## config.mk

```make
export PLATFORM = sky130hd
export DESIGN_NAME = crtc_sync_gen
export DESIGN_NICKNAME = d
export VERILOG_FILES = /design/src/rtl/crtc_pkg.sv /design/src/rtl/crtc_pulse_timer.sv /design/src/rtl/crtc_sync_gen.sv
export SDC_FILE = /design/constraint.sdc
export NUM_CORES = 1
export LEC_CHECK = 0
export CAP_MARGIN = 15
export CORE_ASPECT_RATIO = 0.5
export CORE_MARGIN = 5
export CORE_UTILIZATION = 25
export CTS_CLUSTER_DIAMETER = 100
export CTS_CLUSTER_SIZE = 40
export DETAILED_ROUTE_END_ITERATION = 10
export DONT_BUFFER_PORTS = 1
export PLACE_DENSITY = 0.5
export SLEW_MARGIN = 20
export SYNTH_ARGS = -nofsm -noshare
export SYNTH_HDL_FRONTEND = slang
export SYNTH_SLANG_ARGS = --single-unit
```

## constraint.sdc

```tcl
create_clock -name clk -period 9.78 [get_ports clk]
set_input_delay 1.956 -clock clk [delete_from_list [all_inputs] [get_ports clk]]
set_output_delay 1.956 -clock clk [all_outputs]
set_load 0.02 [all_outputs]
```

## src/rtl/crtc_pkg.sv

```systemverilog
// CRTC register indices, register-file layout and per-register write masks.
// Pure declarations: no latency, no backpressure.
package crtc_pkg;

    localparam logic [4:0] R_HTOTAL  = 5'd0;
    localparam logic [4:0] R_HDISP   = 5'd1;
    localparam logic [4:0] R_HSYNC   = 5'd2;
    localparam logic [4:0] R_SYNCW   = 5'd3;
    localparam logic [4:0] R_VTOTAL  = 5'd4;
    localparam logic [4:0] R_VADJ    = 5'd5;
    localparam logic [4:0] R_VDISP   = 5'd6;
    localparam logic [4:0] R_VSYNC   = 5'd7;
    localparam logic [4:0] R_MAXSCAN = 5'd9;
    localparam logic [4:0] R_STARTH  = 5'd12;
    localparam logic [4:0] R_STARTL  = 5'd13;

    typedef struct packed {
        logic [7:0] htotal;
        logic [7:0] hdisp;
        logic [7:0] hsync;
        logic [7:0] syncw;
        logic [6:0] vtotal;
        logic [4:0] vadj;
        logic [6:0] vdisp;
        logic [6:0] vsync;
        logic [4:0] maxscan;
        logic [5:0] starth;
        logic [7:0] startl;
    } crtc_regs_t;

    function automatic logic [7:0] reg_mask(input logic [4:0] idx);
        logic [7:0] m;
        m = 8'h00;
        case (idx)
            R_HTOTAL, R_HDISP, R_HSYNC, R_SYNCW, R_STARTL: m = 8'hFF;
            R_VTOTAL, R_VDISP, R_VSYNC:                    m = 8'h7F;
            R_VADJ, R_MAXSCAN:                             m = 8'h1F;
            R_STARTH:                                      m = 8'h3F;
            default:                                       m = 8'h00;
        endcase
        return m;
    endfunction

endpackage

```

## src/rtl/crtc_pulse_timer.sv

```systemverilog
// Width-counting pulse: active rises on the tick that carries start, stays for width ticks (0 = 16).
// Latency: active registered on the start tick. Backpressure: none; a start while active retriggers.
module crtc_pulse_timer (
    input  logic       clk,
    input  logic       rst_n,
    input  logic       tick,
    input  logic       start,
    input  logic [3:0] width,
    output logic       active
);

    logic [3:0] cnt_q, cnt_d;
    logic       active_q, active_d;

    always_comb begin
        cnt_d    = cnt_q;
        active_d = active_q;
        if (tick) begin
            if (start) begin
                active_d = 1'b1;
                // width-1 wraps 0 to 15, which gives the 16-tick pulse for width 0
                cnt_d    = width - 4'd1;
            end else if (active_q) begin
                if (cnt_q == 4'd0) begin
                    active_d = 1'b0;
                end else begin
                    cnt_d = cnt_q - 4'd1;
                end
            end
        end
    end

    always_ff @(posedge clk or negedge rst_n) begin
        if (!rst_n) begin
            cnt_q    <= 4'd0;
            active_q <= 1'b0;
        end else begin
            cnt_q    <= cnt_d;
            active_q <= active_d;
        end
    end

    assign active = active_q;

endmodule

```

## src/rtl/crtc_sync_gen.sv

```systemverilog
// 6845-style CRTC: programmable h/v counters producing sync, blank, display enable, ma and ra.
// Latency: all outputs registered on the ce edge that moves the counters. Backpressure: none.
module crtc_sync_gen
    import crtc_pkg::*;
#(
    parameter logic [7:0] DEF_HTOTAL  = 8'd126,
    parameter logic [7:0] DEF_HDISP   = 8'd80,
    parameter logic [7:0] DEF_HSYNC   = 8'd98,
    parameter logic [7:0] DEF_SYNCW   = 8'h39,
    parameter logic [6:0] DEF_VTOTAL  = 7'd24,
    parameter logic [4:0] DEF_VADJ    = 5'd0,
    parameter logic [6:0] DEF_VDISP   = 7'd25,
    parameter logic [6:0] DEF_VSYNC   = 7'd25,
    parameter logic [4:0] DEF_MAXSCAN = 5'd13
) (
    input  logic        clk,
    input  logic        reset_n,
    input  logic        ce,
    input  logic        cs,
    input  logic        rs,
    input  logic        we,
    input  logic [7:0]  din,
    output logic        hsync,
    output logic        vsync,
    output logic        hblank,
    output logic        vblank,
    output logic        de,
    output logic [13:0] ma,
    output logic [4:0]  ra
);

    localparam crtc_regs_t REG_RST = '{
        htotal:  DEF_HTOTAL,
        hdisp:   DEF_HDISP,
        hsync:   DEF_HSYNC,
        syncw:   DEF_SYNCW,
        vtotal:  DEF_VTOTAL,
        vadj:    DEF_VADJ,
        vdisp:   DEF_VDISP,
        vsync:   DEF_VSYNC,
        maxscan: DEF_MAXSCAN,
        starth:  6'd0,
        startl:  8'd0
    };

    crtc_regs_t  regs_q, regs_d;
    logic [4:0]  idx_q, idx_d;
    logic [7:0]  wr_val;

    logic [7:0]  hcnt_q, hcnt_d;
    logic [4:0]  ra_q, ra_d;
    logic [6:0]  row_q, row_d;
    logic        adj_q, adj_d;
    logic [13:0] row_addr_q, row_addr_d;

    logic        hblank_q, hblank_d;
    logic        vblank_q, vblank_d;
    logic        de_q, de_d;
    logic [13:0] ma_q, ma_d;

    logic        line_end, row_end, frame_end;
    logic        hs_start, vs_start;

    // Register file; the counters below only ever read regs_q, so a write
    // landing on a ce cycle is seen from the following ce onwards.
    always_comb begin
        regs_d = regs_q;
        idx_d  = idx_q;
        wr_val = din & reg_mask(idx_q);
        if (cs && we) begin
            if (!rs) begin
                idx_d = din[4:0];
            end else begin
                case (idx_q)
                    R_HTOTAL:  regs_d.htotal  = wr_val;
                    R_HDISP:   regs_d.hdisp   = wr_val;
                    R_HSYNC:   regs_d.hsync   = wr_val;
                    R_SYNCW:   regs_d.syncw   = wr_val;
                    R_VTOTAL:  regs_d.vtotal  = wr_val[6:0];
                    R_VADJ:    regs_d.vadj    = wr_val[4:0];
                    R_VDISP:   regs_d.vdisp   = wr_val[6:0];
                    R_VSYNC:   regs_d.vsync   = wr_val[6:0];
                    R_MAXSCAN: regs_d.maxscan = wr_val[4:0];
                    R_STARTH:  regs_d.starth  = wr_val[5:0];
                    R_STARTL:  regs_d.startl  = wr_val;
                    default:   ;
                endcase
            end
        end
    end

    always_comb begin
        hcnt_d     = hcnt_q;
        ra_d       = ra_q;
        row_d      = row_q;
        adj_d      = adj_q;
        row_addr_d = row_addr_q;
        row_end    = 1'b0;
        frame_end  = 1'b0;
        line_end   = ce && (hcnt_q >= regs_q.htotal);

        if (ce) begin
            hcnt_d = line_end ? 8'd0 : hcnt_q + 8'd1;
        end

        if (line_end) begin
            if (adj_q) begin
                if (({1'b0, ra_q} + 6'd1) >= {1'b0, regs_q.vadj}) begin
                    frame_end = 1'b1;
                end else begin
                    ra_d = ra_q + 5'd1;
                end
            end else if (ra_q >= regs_q.maxscan) begin
                row_end    = 1'b1;
                ra_d       = 5'd0;
                row_addr_d = row_addr_q + {6'd0, regs_q.hdisp};
                if (row_q >= regs_q.vtotal) begin
                    if (regs_q.vadj != 5'd0) begin
                        adj_d = 1'b1;
                    end else begin
                        frame_end = 1'b1;
                    end
                end else begin
                    row_d = row_q + 7'd1;
                end
            end else begin
                ra_d = ra_q + 5'd1;
            end

            if (frame_end) begin
                row_d      = 7'd0;
                ra_d       = 5'd0;
                adj_d      = 1'b0;
                row_addr_d = {regs_q.starth, regs_q.startl};
            end
        end
    end

    // R7 names the row being entered; the row after the last one (R4+1) is
    // the adjust block if there is one, otherwise the wrap back to row 0.
    always_comb begin
        hs_start = ce && (hcnt_d == regs_q.hsync);
        vs_start = (row_end && (({1'b0, row_q} + 8'd1) == {1'b0, regs_q.vsync}))
                || (frame_end && (regs_q.vsync == 7'd0));
    end

    always_comb begin
        hblank_d = hblank_q;
        vblank_d = vblank_q;
        de_d     = de_q;
        ma_d     = ma_q;
        if (ce) begin
            hblank_d = (hcnt_d >= regs_q.hdisp);
            vblank_d = adj_d || (row_d >= regs_q.vdisp);
            de_d     = !(hblank_d || vblank_d);
            ma_d     = row_addr_d + {6'd0, hcnt_d};
        end
    end

    always_ff @(posedge clk or negedge reset_n) begin
        if (!reset_n) begin
            regs_q     <= REG_RST;
            idx_q      <= 5'd0;
            hcnt_q     <= 8'd0;
            ra_q       <= 5'd0;
            row_q      <= 7'd0;
            adj_q      <= 1'b0;
            row_addr_q <= 14'd0;
            hblank_q   <= 1'b0;
            vblank_q   <= 1'b0;
            de_q       <= 1'b1;
            ma_q       <= 14'd0;
        end else begin
            regs_q     <= regs_d;
            idx_q      <= idx_d;
            hcnt_q     <= hcnt_d;
            ra_q       <= ra_d;
            row_q      <= row_d;
            adj_q      <= adj_d;
            row_addr_q <= row_addr_d;
            hblank_q   <= hblank_d;
            vblank_q   <= vblank_d;
            de_q       <= de_d;
            ma_q       <= ma_d;
        end
    end

    crtc_pulse_timer u_hs_timer (
        .clk    (clk),
        .rst_n  (reset_n),
        .tick   (ce),
        .start  (hs_start),
        .width  (regs_q.syncw[3:0]),
        .active (hsync)
    );

    crtc_pulse_timer u_vs_timer (
        .clk    (clk),
        .rst_n  (reset_n),
        .tick   (line_end),
        .start  (vs_start),
        .width  (regs_q.syncw[7:4]),
        .active (vsync)
    );

    assign hblank = hblank_q;
    assign vblank = vblank_q;
    assign de     = de_q;
    assign ma     = ma_q;
    assign ra     = ra_q;

endmodule
```

## Word-level counts from Yosys, hierarchy flattened

Memory sizes are Yosys's and may differ from the RTL's.
Index checks and enable logic that the tools add are counted.
Widths: inputs -> output; s select.

| operators by class | value |
|---|---|
| add/subtract/negate cells | 11 |
| order comparisons | 6 |
| eq/ne operators | 15 |
| mux-type cells | 44 |
| bitwise operators | 2 |
| reduce and logical (&&, ||, !) cells | 31 |

Operator list:

| kind | number |
|---|---|
| $mux 14 | 4 |
| $reduce_and 3->1 | 13 |
| $mux 7 | 5 |
| $add 14x8->14 | 2 |
| $mux 4 | 6 |
| $mux 8 | 3 |
| $mux 1 | 22 |
| $eq 5x3->1 const B | 4 |
| $mux 5 | 4 |
| $ge 8x8->1 | 2 |
| $sub 4x1->4 const B | 4 |
| $eq 5x4->1 const B | 3 |
| $ge 7x7->1 | 2 |
| $eq 5x2->1 const B | 2 |
| $add 7x1->8 const B | 1 |
| $add 8x1->8 const B | 1 |
| $and 8x8->8 | 1 |
| $eq 8x7->1 | 1 |
| $eq 8x8->1 | 1 |
| $logic_not 4->1 | 2 |
| $add 7x1->7 const B | 1 |
| $logic_not 7->1 | 1 |
| $add 5x1->6 const B | 1 |
| $ge 6x5->1 | 1 |
| other kinds (14) | 22 |

| storage, ports and cells | value |
|---|---|
| flip-flop bits (word level) | 144 |
| bits in read-only memories | 128 |
| output and inout port bits | 24 |
| memories | 1 |

Memories:

| name | depth | bits a word | rd ports | clocked after memory_dff | wr ports | RTL line | text |
|---|---|---|---|---|---|---|---|
| (no name shown) | 16 | 8 | 1 | 0 | 0 | crtc_pkg.sv:34 | `case (idx)` |

## Depth between registers and ports, before layout

Gate-level depths: netlist of run 1.

| logic depth | value |
|---|---|
| depth in word-level cells | 12 |
| depth in mapped cells | 23 |
| gate-level depth less buffers | 22 |

## Cells and area by module

A second synthesis of run 1 with hierarchy kept.

| second synthesis, totals | value |
|---|---|
| cell total of the unflattened synthesis | 834 |
| area total of the unflattened synthesis | 8,285.4 µm² |

Modules (own cells, without submodules):

| module | instances | cells an instance | area each (µm²) |
|---|---|---|---|
| crtc_sync_gen | 1 | 766 | 7,607.3 |
| crtc_pulse_timer | 2 | 34 | 339.1 |

## Worst setup path after synthesis of run 1

No wires, ideal clock.

| timing path | value |
|---|---|
| path type | in2reg |
| start | input port ce |
| end | register ma_q[12], in the netlist ma[12] |
| arrival | 4.987 ns |
| data required time | 9.644 ns |
| setup slack | 4.657 ns |
| stages | 19 |
| path buffers | 3 |
| cell sequence | clkbuf_1 > a32o_1 > buf_2 > buf_1 > o21ai_1 > nand2_1 > o21ai_0 > ha_1 > inv_1 > fa_1 > nor2b_1 > o21ai_0 > a21oi_1 > o21a_1 > o21a_1 > o32ai_1 > nor4_1 > xnor2_1 > a21oi_1 |

| between the ends | value |
|---|---|
| elaborated cells between the ends (all ways) | 5 |

RTL lines:

| element | RTL line | text |
|---|---|---|
| from (decl) | crtc_sync_gen.sv:18 | `input logic ce,` |
| $logic_and 1x1->1 | crtc_sync_gen.sv:100 | `line_end = ce && (hcnt_q >= regs_q.htotal);` |
| $mux 14 | crtc_sync_gen.sv:106 | `if (line_end) begin` |
| net row_addr_d[0] | crtc_sync_gen.sv:54 | `logic [13:0] row_addr_q, row_addr_d;` |
| $add 14x8->14 | crtc_sync_gen.sv:156 | `ma_d = row_addr_d + {6'd0, hcnt_d};` |
| to (signal assigned) | crtc_sync_gen.sv:184 | `ma_q <= ma_d;` |
| to (decl) | crtc_sync_gen.sv:59 | `logic [13:0] ma_q, ma_d;` |

The timed path passes the listed nets, and every way through them passes these cells.
A chain may end at the register's enable or synchronous reset.

## Worst setup path in the final report of run 1

| timing path | value |
|---|---|
| start | register ra_q[0], in the netlist ra[0] |
| end | register ma_q[12], in the netlist ma[12] |

| between the ends | value |
|---|---|
| cells in the longest elaborated chain, start to end | 8 |
| elaborated cells between the ends (all ways) | 12 |

RTL lines:

| element | RTL line | text |
|---|---|---|
| from (decl) | crtc_sync_gen.sv:51 | `logic [4:0] ra_q, ra_d;` |
| from (signal assigned) | crtc_sync_gen.sv:177 | `ra_q <= ra_d;` |
| $add 5x1->6 | crtc_sync_gen.sv:108 | `if (({1'b0, ra_q} + 6'd1) >= {1'b0, regs_q.vadj}) begin` |
| $ge 6x5->1 | crtc_sync_gen.sv:108 |  |
| $mux 1 | crtc_sync_gen.sv:108 |  |
| $mux 1 | crtc_sync_gen.sv:107 | `if (adj_q) begin` |
| $mux 1 | crtc_sync_gen.sv:106 |  |
| $mux 14 * | crtc_sync_gen.sv:130 | `if (frame_end) begin` |
| $mux 14 * | crtc_sync_gen.sv:106 |  |
| net row_addr_d[0] | crtc_sync_gen.sv:54 |  |
| $add 14x8->14 * | crtc_sync_gen.sv:156 |  |

Mark *: on every way through the listed nets, which the timed path passes. The rest lies on a longest branch. The select of a mux whose other input is x is not followed.

==> results by group, run 1 <==
Synth
  • Synth Net Count: 932
  • Distinct cell type count after synthesis: 73
  • Async S/R FF share, synth: between 90% and 100%
  • Post-synth EDFFs: 0
  • Sequential-to-total area share from yosys stat: 43.9%
  • Mapped Avg Cell Area: 9.68 sq um
  • Main flop type after synthesis: dfrtp_1
  • Yosys warns: 0
  • Synth Cell Area: 0.00828 sq mm
  • Post-synthesis instance total: 855
  • Post-synthesis register bit count: 144

Drt
  • Met3 Routed Length: roughly 720 microns
  • Initial DRC count: 378
  • Vias/cell: ~4.8
  • Vias: 6264
  • Wl on met1: between 10000 and 15000 microns
  • Final WL: 21800 microns
  • Per-cell routed wire length: 16.6 microns
  • DR pass1 iterations: 5
  • Highest routed layer: met4
  • Remaining DRCs: 0
  • Post-route ant nets: 0
  • Routed wl met2: 10600 microns

Placement
  • IO buf count: 0
  • Placed Area: slightly below 0.009 sq mm
  • Final HPWL DP: 15600 microns
  • Gp weighted congestion: 0.835

Clock network
  • CTS Sinks: 144
  • Post-CTS Setup Inserts: 0
  • Post-CTS Hold Buffers: 0
  • Root Buffer: clkbuf_16
  • Clock Tree Buf Depth: 2
  • CTS Buf Count: 17
  • CTS tree: yes
  • Reg clk slew, reported paths: 0.06 ns
  • Cts repair resizes: 0
  • H-tree depth: 4
  • Clk_lat worst skew: 0.43 ns

Critical path
  • CP Capture Type: flop
  • Crit-path max cell delay: 0.71 ns
  • Critical Path Start Type: flop
  • Worst path slowest cell: o31ai_4
  • Reg2reg start: ra[0]
  • Arr. time, crit path: about 5.3 ns
  • Worst r2r dst: ma[12]
  • Crit path cell chain: inv_1, ha_1, or3b_1, o2111ai_1, a211o_1, o31ai_4, a22oi_1, o21ai_0, ha_1, inv_1, fa_1, nor2b_1, o21ai_0, a21oi_1, o21a_1, o21a_1, o32ai_1, nor4_1, xnor2_1, a21oi_1
  • WS Path Type: flop to flop
  • CP max FO: 14
  • Crit-path leading delay family: compound AO/OA/AOI/OAI gates
  • R2R depth: 20
  • Buffers & Inverters on Critical Path: 2
  • Worst EP required: around 10 ns
  • Reg2Reg Setup Slack: ~4.8 ns

Floorplan
  • Core Area: approximately 0.033 sq mm
  • Initial Util: 25.2%
  • Row cnt: 47
  • Die Y: 139 microns
  • Die area: 0.0371 sq mm
  • Die W: 267 microns
  • Io pins: 38

Final layout
  • FILL cells: 3377
  • Most common cell after layout, fill and taps aside: dfrtp_1
  • Layout cells sized above 1: 12.5%
  • Antenna diodes: 0
  • Post-layout nets: 935
  • Synth-to-Final Area Change: 13.5%
  • Commonest non-fill, non-tap cells in the layout: 117 x dfrtp_1, 109 x nand2_1, 82 x o21ai_0
  • Post-route cell area: 0.00940 sq mm

Global routing
  • Initial antenna violation count: 0
  • Global route overflow: 0
  • Number of global-route vias before repair: 6306
  • Pin count of the biggest net entering global routing: approximately 150
  • All-Layer GR Usage: 12.0%
  • First-pass GRT wire length: 35200 microns

STA
  • Final worst-path cycle share: 51.0%
  • RSZ-0062 raised after global routing: false
  • Clock Skew: approximately 0.012 ns
  • Final setup TNS: 0 ns
  • Achievable Freq: between 200 and 250 MHz
  • Actual slew at the worst max-slew pin: about 0.93 ns
  • Slew HR: 37.4%
  • Slew Viols, Final: 0
  • Final Hold Fails: 0
  • Clock period minus worst slack: 4.99 ns
  • Final setup fails: 0

Status
  • Run status: completed

Min path
  • Hold path startpoint: regs_q[71]
  • Hold path depth: 2
  • Hold endpoint: regs_q[71]
  • Hold WC Path Type: flop to flop

Power
  • VDD IR-drop max: 0.000112 V
  • PwrDens: 227 mW/mm^2
  • Leak Pwr: just over 0.004 uW

Run
  • Reported max-cap violation count: 0
==> metrics by stage <==
stage	hold slack [ns]	power (uW)	cells	setup WS [ns]	utilization, %
final	0.481	2130	1312	4.79	28.6
after global routing	0.502	2260	1312	4.40	28.6
after CTS	0.484	2150	1312	4.79	28.6
after detailed placement	0.475	1440	1280	4.48	26.7
after global placement	0.471	1430	1280	4.57	26.7
after floorplan	0.446	1260	855	4.66	-
==> registers in the layout (all words and copies together), names as in the netlist <==
| name | cells |
|---|---|
| adj_q | 1 |
| de | 1 |
| hblank | 1 |
| hcnt_q | 8 |
| idx_q | 5 |
| ma | 14 |
| ra | 5 |
| regs_q | 77 |
| row_addr_q | 14 |
| row_q | 7 |
| u_hs_timer.active | 1 |
| u_hs_timer.cnt_q | 4 |
| u_vs_timer.active | 1 |
| u_vs_timer.cnt_q | 4 |
| vblank | 1 |
==> Yosys cell counts (5+ instances only) <==
| cell type | n | area share, % |
|---|---|---|
| o21ai_0 | 82 | 5.0 |
| o2111ai_1 | 5 | 0.53 |
| a211oi_1 | 6 | 0.54 |
| or3_1 | 7 | 0.53 |
| clkbuf_1 | 15 | 0.68 |
| xnor2_1 | 25 | 2.6 |
| o21a_1 | 11 | 1.0 |
| ha_1 | 61 | 9.2 |
| nand3_1 | 14 | 0.85 |
| o21ai_1 | 9 | 0.54 |
| o31ai_1 | 7 | 0.63 |
| a21o_1 | 10 | 0.91 |
| xor2_1 | 14 | 1.5 |
| a22oi_1 | 7 | 0.63 |
| nor2_1 | 55 | 2.5 |
| nand2b_1 | 9 | 0.68 |
| mux2i_1 | 7 | 0.85 |
| nor4_1 | 5 | 0.38 |
| nor3_1 | 15 | 0.91 |
| a31oi_1 | 9 | 0.68 |
| dfstp_2 | 27 | 8.6 |
| nor2b_1 | 9 | 0.68 |
| nand2_1 | 109 | 4.9 |
| inv_1 | 65 | 2.9 |
| mux2_2 | 38 | 5.2 |
| and2_1 | 7 | 0.53 |
| a21oi_1 | 28 | 1.7 |
| dfrtp_1 | 117 | 35 |
==> area by class of cell <==
class                   instances  area, sq um  share of cell area (%)
clock inverters                 8          128                    1.36
well taps                     441          552                    5.87
inverters                      66          248                    2.64
multi-input cells             623         4290                    45.6
clock buffers                  24          502                    5.34
repair buffers                  6         45.0                   0.479
flip-flops and latches        144         3640                    38.7
==> tightest hold or removal path, stage by stage (launching register included) <==
cell     delay [ns]
dfstp_2        0.37
nand2_1        0.04
o21ai_0        0.06
==> report_power, final <==
group	leakage, uW	switching (uW)	internal, uW
Combinational	0.00200	348	235
Sequential	0.00178	136	714
Clock	0.000303	261	437
Total	0.00408	744	1390
==> metal layers <==
layer  global-route usage [%]  up-vias
met1                     15.3     3064
met2                     20.5      107
met3                     2.50       28
met5                        0        -
met4                     3.34        0
li1                         -     3065
==> cells by family (layout without fill, tap and decap cells) <==
group / after synthesis / in the layout / share of synthesized area (%)
muxes: 46 / 46 / 6.15
adders and majority gates: 63 / 63 / 9.70
xor gates and xnor gates: 39 / 39 / 4.13
DFF: 144 / 144 / 43.9
buffers and inverters: 88 / 104 / 4.29
AOI/OAI and AO/OA: 217 / 217 / 17.0
and+or+nand+nor: 258 / 258 / 14.8
==> how the worst max path moves through the flow <==
stage / startpoint / to / cells past startpoint
after CTS: ra[0] / ma[12] / 20
after global routing: ra[0] / ma[12] / 20
after detailed placement: ce / ma[12] / 18
final: ra[0] / ma[12] / 20
after global placement: ce / ma[12] / 18
after floorplan: ce / ma[12] / 19
Power figures use the tool's default switching activity.
==> run 2: changes to the inputs <==
==> constraint.sdc (replaced) <==
create_clock -name clk -period 4.6 [get_ports clk]
set_input_delay 0.92 -clock clk [delete_from_list [all_inputs] [get_ports clk]]
set_output_delay 0.92 -clock clk [all_outputs]
set_load 0.02 [all_outputs]
==> results by group, run 2 (synthesis gave the netlist of run 1 again) <==
Clock network
  • CTS tree: yes
  • CTS Buf Count: 17 (unchanged)
  • Clk_lat worst skew: 0.42 ns (about the same)
  • Post-CTS Hold Buffers: 0 (unchanged)
  • H-tree depth: 4 (unchanged)
  • Root Buffer: clkbuf_16
  • CTS Sinks: 144 (unchanged)
  • Clock Tree Buf Depth: 2 (unchanged)
  • Reg clk slew, reported paths: 0.06 ns (about the same)

Floorplan
  • Die W: 267 microns (unchanged)
  • Initial Util: 25.2% (unchanged)
  • Io pins: 38 (unchanged)
  • Die area: 0.0371 sq mm (unchanged)
  • Row cnt: 47 (unchanged)
  • Core Area: 0.0329 sq mm (unchanged)
  • Die Y: 139 microns (unchanged)

STA
  • Slew HR: 50.9% (+14 points)
  • Slew Viols, Final: 0 (unchanged)
  • Achievable Freq: 231 MHz (+15%)
  • Final worst-path cycle share: 94.1% (+43 points)
  • Final setup fails: 0 (unchanged)
  • Final Hold Fails: 0 (unchanged)
  • Clock period minus worst slack: 4.33 ns (-0.661 ns)
  • Actual slew at the worst max-slew pin: 0.733 ns (-0.200 ns)
  • Final setup TNS: 0 ns (unchanged)
  • Clock Skew: 0.00728 ns (-0.00449 ns)

Global routing
  • Pin count of the biggest net entering global routing: 145 (unchanged)
  • First-pass GRT wire length: 35500 microns (+0.64%)
  • Global route overflow: 0 (unchanged)
  • Met1 GRT Util: 16.1% (+0.76 points)
  • All-Layer GR Usage: 12.0% (+0.071 points)
  • GR peak layer: met2
  • GRT met2 Usage: 19.9% (-0.61 points)
  • Initial antenna violation count: 0 (unchanged)
  • GR Layer Usage met3: 2.11% (-0.39 points)
  • Number of global-route vias before repair: 6269 (-0.59%)

Critical path
  • Arr. time, crit path: 4.67 ns (-0.63 ns)
  • Worst EP required: 4.94 ns (-5.15 ns)
  • CP max FO: 8 (-6)
  • WS Path Type: flop to flop
  • CP Capture Type: flop
  • Critical Path Start Type: flop

Power
  • Comb power frac: 30.2% (+2.8 points)
  • PwrDens: 477 mW/mm^2 (+110%)
  • Pint: 2990 uW (+120%)
  • Sequential share of power: 38.5% (-1.4 points)
  • Leak Pwr: 0.00420 uW (+2.8%)
  • Sw frac: 34.8% (-0.14 points)
  • Clock Power Share: 31.3% (-1.4 points)
  • VDD IR-drop max: 0.000254 V (+130%)
  • Psw: 1590 uW (+110%)

Drt
  • DR pass1 iterations: 5 (unchanged)
  • Post-route ant nets: 0 (unchanged)
  • Vias: 6340 (+1.2%)
  • Initial DRC count: 489 (+29%)
  • Vias/cell: 4.75 (-0.46%)
  • Per-cell routed wire length: 16.5 microns (-0.60%)
  • Final WL: 22000 microns (+1.1%)
  • Remaining DRCs: 0 (unchanged)

Placement
  • Gp weighted congestion: 0.910 (+9.0%)
  • Final HPWL DP: 15900 microns (+1.5%)
  • Placed Cells incl. Taps: 1298 (+1.4%)
  • IO buf count: 0 (unchanged)

Final layout
  • Synth-to-Final Area Change: 16.0%
  • Most common cell after layout, fill and taps aside: dfrtp_1
  • Antenna diodes: 0 (unchanged)
  • Commonest non-fill, non-tap cells in the layout: 117 x dfrtp_1, 109 x nand2_1, 79 x o21ai_0
  • Largest reg by FF count: regs_q
  • Layout cells sized above 1: 15.2% (+2.7 points)
  • FILL cells: 3413 (+1.1%)
  • Final Non-Filler Cells: 1334 (+1.7%)
  • Max reg flops: 77 (unchanged)
  • Post-layout nets: 957 (+2.4%)

Run
  • Reported max-cap violation count: 0 (unchanged)

Min path
  • Hold WC Path Type: input pin to asynchronous set/reset pin

Status
  • Run status: completed
[run 2: per-layer routing]
metal,vias to the layer above,share of wire (%)
li1,3095,-
met1,3119,47
met2,104,48
met3,22,3.3
met4,0,1.9
met5,-,0
[run 2: worst max-delay path, stage by stage (launching register included)]
cell and delay [ns]:
dfrtp_1 0.43, ha_1 0.26, xor2_2 0.16, ha_1 0.31
a211o_1 0.28, a31oi_2 0.18, o22a_2 0.23, o31ai_4 0.10
buf_4 0.18, a22oi_1 0.22, o21ai_0 0.15, ha_1 0.35
a21oi_1 0.10, o21a_1 0.19, nor2_2 0.15, o41a_1 0.16
o31ai_1 0.13, nand2b_1 0.20, or3_1 0.30, a31oi_1 0.16
[run 2: cell type report]
class | count | area (sq um) | area share (%)
clock buffers | 28 | 537 | 5.59
multi-input cells | 623 | 4330 | 45.1
repair buffers | 28 | 223 | 2.32
well taps | 441 | 552 | 5.75
inverters | 66 | 248 | 2.58
clock inverters | 4 | 70.1 | 0.730
flip-flops and latches | 144 | 3640 | 37.9
[run 2: path summary, 6_finish.rpt]
kind | from | to | slack, ns | cells after the start
max in group asynchronous | reset_n | regs_q[41] | 4.09 | 0
worst max-delay path | ra[0] | ma[13] | 0.27 | 19
worst min register to register | regs_q[70] | regs_q[70] | 0.48 | 2
worst min-delay path | reset_n | u_vs_timer.cnt_q[3] | 0.19 | 0
worst max register to register | ra[0] | ma[13] | 0.27 | 19
min in group clk | regs_q[70] | regs_q[70] | 0.48 | 2
[run 2: power groups by stage]
| stage | Sequential, uW | Clock, uW | Combinational (uW) |
|---|---|---|---|
| 2_1_floorplan | 1740 | 0 | 944 |
| 3_3_place_gp | 1780 | 0 | 1330 |
| 3_5_place_dp | 1790 | 0 | 1350 |
| 4_1_cts | 1770 | 1460 | 1370 |
| 5_1_grt | 1800 | 1520 | 1550 |
| 6_report | 1760 | 1430 | 1380 |
[run 2: per-stage QoR]
step / worst slack [ns] / area, sq um / hold WS (ns) / total power (uW) / util [%]
final: 0.272 / 9600 / 0.188 / 4580 / 29.2
after global routing: -0.00243 / 9600 / 0.170 / 4870 / 29.2
after CTS: 0.0442 / 9520 / 0.177 / 4600 / 29.0
after detailed placement: 0.0825 / 8910 / 0.475 / 3140 / 27.1
after global placement: 0.0938 / 8910 / 0.468 / 3110 / 27.1
after floorplan: 0.244 / 8280 / 0.446 / 2680 / -
[run 2: repair_timing]
item | CTS | global route
gates resized for setup | 0 | 11
buffers inserted | 0 | 4
setup endpoints to repair | 0 | 5
==> run 3: changes to the inputs <==
--- a/config.mk
+++ b/config.mk
@@ -5,6 +5,7 @@
 export SDC_FILE = /design/constraint.sdc
 export NUM_CORES = 1
 export LEC_CHECK = 0
+export BUFFER_PORTS_ARGS = -buffer_cell sky130_fd_sc_hd__buf_4
 export CAP_MARGIN = 15
 export CORE_ASPECT_RATIO = 0.5
 export CORE_MARGIN = 5
@@ -12,8 +13,7 @@
 export CTS_CLUSTER_DIAMETER = 100
 export CTS_CLUSTER_SIZE = 40
 export DETAILED_ROUTE_END_ITERATION = 10
-export DONT_BUFFER_PORTS = 1
-export PLACE_DENSITY = 0.5
+export PLACE_DENSITY = 0.51
 export SLEW_MARGIN = 20
 export SYNTH_ARGS = -nofsm -noshare
 export SYNTH_HDL_FRONTEND = slang
==> results by group, run 3 (synthesis gave the netlist of run 1 again) <==
Status
  • Run status: completed

Power
  • Sw frac: 35.6% (+0.75 points)
  • VDD IR-drop max: 0.000244 V (-4.0%)
  • Sequential share of power: 36.2% (-2.3 points)
  • PwrDens: 470 mW/mm^2 (-1.4%)
  • Psw: 1670 uW (+4.8%)
  • Comb power frac: 34.5% (+4.3 points)
  • Clock Power Share: 29.3% (-2.0 points)
  • Pint: 3030 uW (+1.4%)
  • Leak Pwr: 0.00441 uW (+5.2%)
  • Tot Pwr: 4700 uW (+2.6%)

Floorplan
  • Die area: 0.0371 sq mm (unchanged)
  • Io pins: 38 (unchanged)
  • Initial Util: 25.2% (unchanged)
  • Core Area: 0.0329 sq mm (unchanged)
  • Row cnt: 47 (unchanged)
  • Die Y: 139 microns (unchanged)
  • Die W: 267 microns (unchanged)

Run
  • Reported max-cap violation count: 0 (unchanged)

STA
  • Final Hold Fails: 0 (unchanged)
  • Final worst-path cycle share: 94.1% (about the same)
  • Slew Viols, Final: 0 (unchanged)
  • Achievable Freq: 231 MHz (about the same)
  • Hold slack: 0.381 ns (+0.193 ns)
  • Clock period minus worst slack: 4.33 ns (-0.00118 ns)
  • RSZ-0062 raised after global routing: false
  • Slew HR: 50.4% (-0.57 points)
  • Actual slew at the worst max-slew pin: 0.742 ns (+0.00850 ns)
  • Final setup TNS: 0 ns (unchanged)
  • Clock Skew: 0.0109 ns (+0.00366 ns)
  • Final setup fails: 0 (unchanged)

Placement
  • Gp weighted congestion: 0.885 (-2.7%)
  • IO buf count: 37 (+37)
  • Final HPWL DP: 16200 microns (+1.8%)

Drt
  • Final WL: 22000 microns (+0.10%)
  • Initial DRC count: 434 (-11%)
  • Vias/cell: 4.71 (-0.94%)
  • Per-cell routed wire length: 16.0 microns (-3.2%)
  • Post-route ant nets: 0 (unchanged)
  • Remaining DRCs: 0 (unchanged)
  • Vias: 6497 (+2.5%)
  • DR pass1 iterations: 7 (+2)

Global routing
  • First-pass GRT wire length: 35200 microns (-0.72%)
  • All-Layer GR Usage: 12.0% (-0.058 points)
  • Number of global-route vias before repair: 6418 (+2.4%)
  • Initial antenna violation count: 0 (unchanged)
  • Pin count of the biggest net entering global routing: 105 (-28%)
  • Global route overflow: 0 (unchanged)

Critical path
  • Critical Path Start Type: flop
  • CP Capture Type: flop
  • Worst EP required: 4.90 ns (-0.04 ns)
  • Arr. time, crit path: 4.62 ns (-0.05 ns)
  • R2R depth: 21 (+2)
  • CP max FO: 6 (-2)
  • Reg2Reg Setup Slack: 0.27 ns (about the same)
  • Reg2reg start: regs_q[17]
  • WS Path Type: flop to flop
  • Worst r2r dst: ma[12]

Final layout
  • Synth-to-Final Area Change: 20.7%
  • Commonest non-fill, non-tap cells in the layout: 117 x dfrtp_1, 109 x nand2_1, 79 x o21ai_0
  • Layout cells sized above 1: 20.6% (+5.3 points)
  • Antenna diodes: 0 (unchanged)
  • FILL cells: 3358 (-1.6%)
  • Most common cell after layout, fill and taps aside: dfrtp_1
  • Largest reg by FF count: regs_q
  • Post-layout nets: 1003 (+4.8%)
  • Max reg flops: 77 (unchanged)

Clock network
  • H-tree depth: 4 (unchanged)
  • Clock Tree Buf Depth: 2 (unchanged)
  • Clk_lat worst skew: 0.43 ns (about the same)
  • CTS tree: yes
  • CTS Sinks: 144 (unchanged)
  • CTS Buf Count: 17 (unchanged)
  • Root Buffer: clkbuf_16
  • Reg clk slew, reported paths: 0.06 ns (about the same)

Min path
  • Hold WC Path Type: input pin to asynchronous set/reset pin
## run 3: layout make-up
type	count	area, sq um	share of cell area, %
clock inverters	8	76.3	0.764
inverters	66	248	2.48
multi-input cells	623	4390	43.9
clock buffers	24	512	5.12
flip-flops and latches	144	3640	36.4
well taps	441	552	5.52
repair buffers	74	579	5.80
## run 3: metal layers
| layer | up-vias | track usage, % | share of wire, % |
|---|---|---|---|
| met5 | - | 0 | 0 |
| met4 | 0 | 3.93 | 2.4 |
| met3 | 33 | 2.62 | 4.5 |
| met2 | 125 | 19.5 | 47 |
| met1 | 3149 | 15.9 | 46 |
| li1 | 3190 | - | - |
## run 3: metrics by stage
step | cells | util (%) | setup slack [ns] | area [sq um]
after global placement | 1338 | 28.0 | 0.245 | 9210
after floorplan | 855 | - | 0.244 | 8280
after CTS | 1370 | 29.8 | 0.0277 | 9790
after global routing | 1380 | 30.4 | 0.00339 | 9990
after detailed placement | 1338 | 28.0 | 0.0631 | 9210
final | 1380 | 30.4 | 0.274 | 9990
## run 3: worst max path at each step
| stage | from | to | slack, ns | cells past startpoint |
|---|---|---|---|---|
| after CTS | ra[0] | ma[12] | 0.03 | 21 |
| after global placement | ra[0] | ma[12] | 0.25 | 21 |
| after floorplan | hcnt_q[0] | ma[12] | 0.24 | 22 |
| after detailed placement | ra[0] | ma[12] | 0.06 | 21 |
| after global routing | ra[0] | ma[12] | 0.003 | 21 |
| final | regs_q[17] | ma[12] | 0.27 | 21 |
## run 3: worst max-delay path, cell delays in order (launching register included)
cell,delay (ns)
dfstp_2,0.51
inv_1,0.04
ha_1,0.29
a21oi_1,0.08
nor2b_1,0.14
a211o_2,0.41
buf_4,0.18
nor2_1,0.23
a22oi_2,0.12
o21ai_2,0.16
ha_2,0.21
inv_1,0.05
fa_1,0.39
nor2b_1,0.12
o21ai_0,0.10
a21oi_1,0.19
o21a_1,0.16
o21a_1,0.16
o32ai_2,0.11
nor4_2,0.31
xnor2_1,0.16
a21oi_1,0.08
## run 3: timing repair
| action | in CTS | in global routing |
|---|---|---|
| gates resized for setup | 0 | 21 |
| setup buffers | 0 | 9 |
| setup endpoints to repair | 0 | 9 |
| hold buffers | 0 | 0 |
## run 3: power groups by stage
stage | combinational, uW | clock (uW) | sequential, uW
3_3_place_gp | 1510 | 0 | 1720
4_1_cts | 1550 | 1410 | 1700
6_report | 1620 | 1380 | 1700
2_1_floorplan | 944 | 0 | 1740
3_5_place_dp | 1540 | 0 | 1720
5_1_grt | 1810 | 1480 | 1730
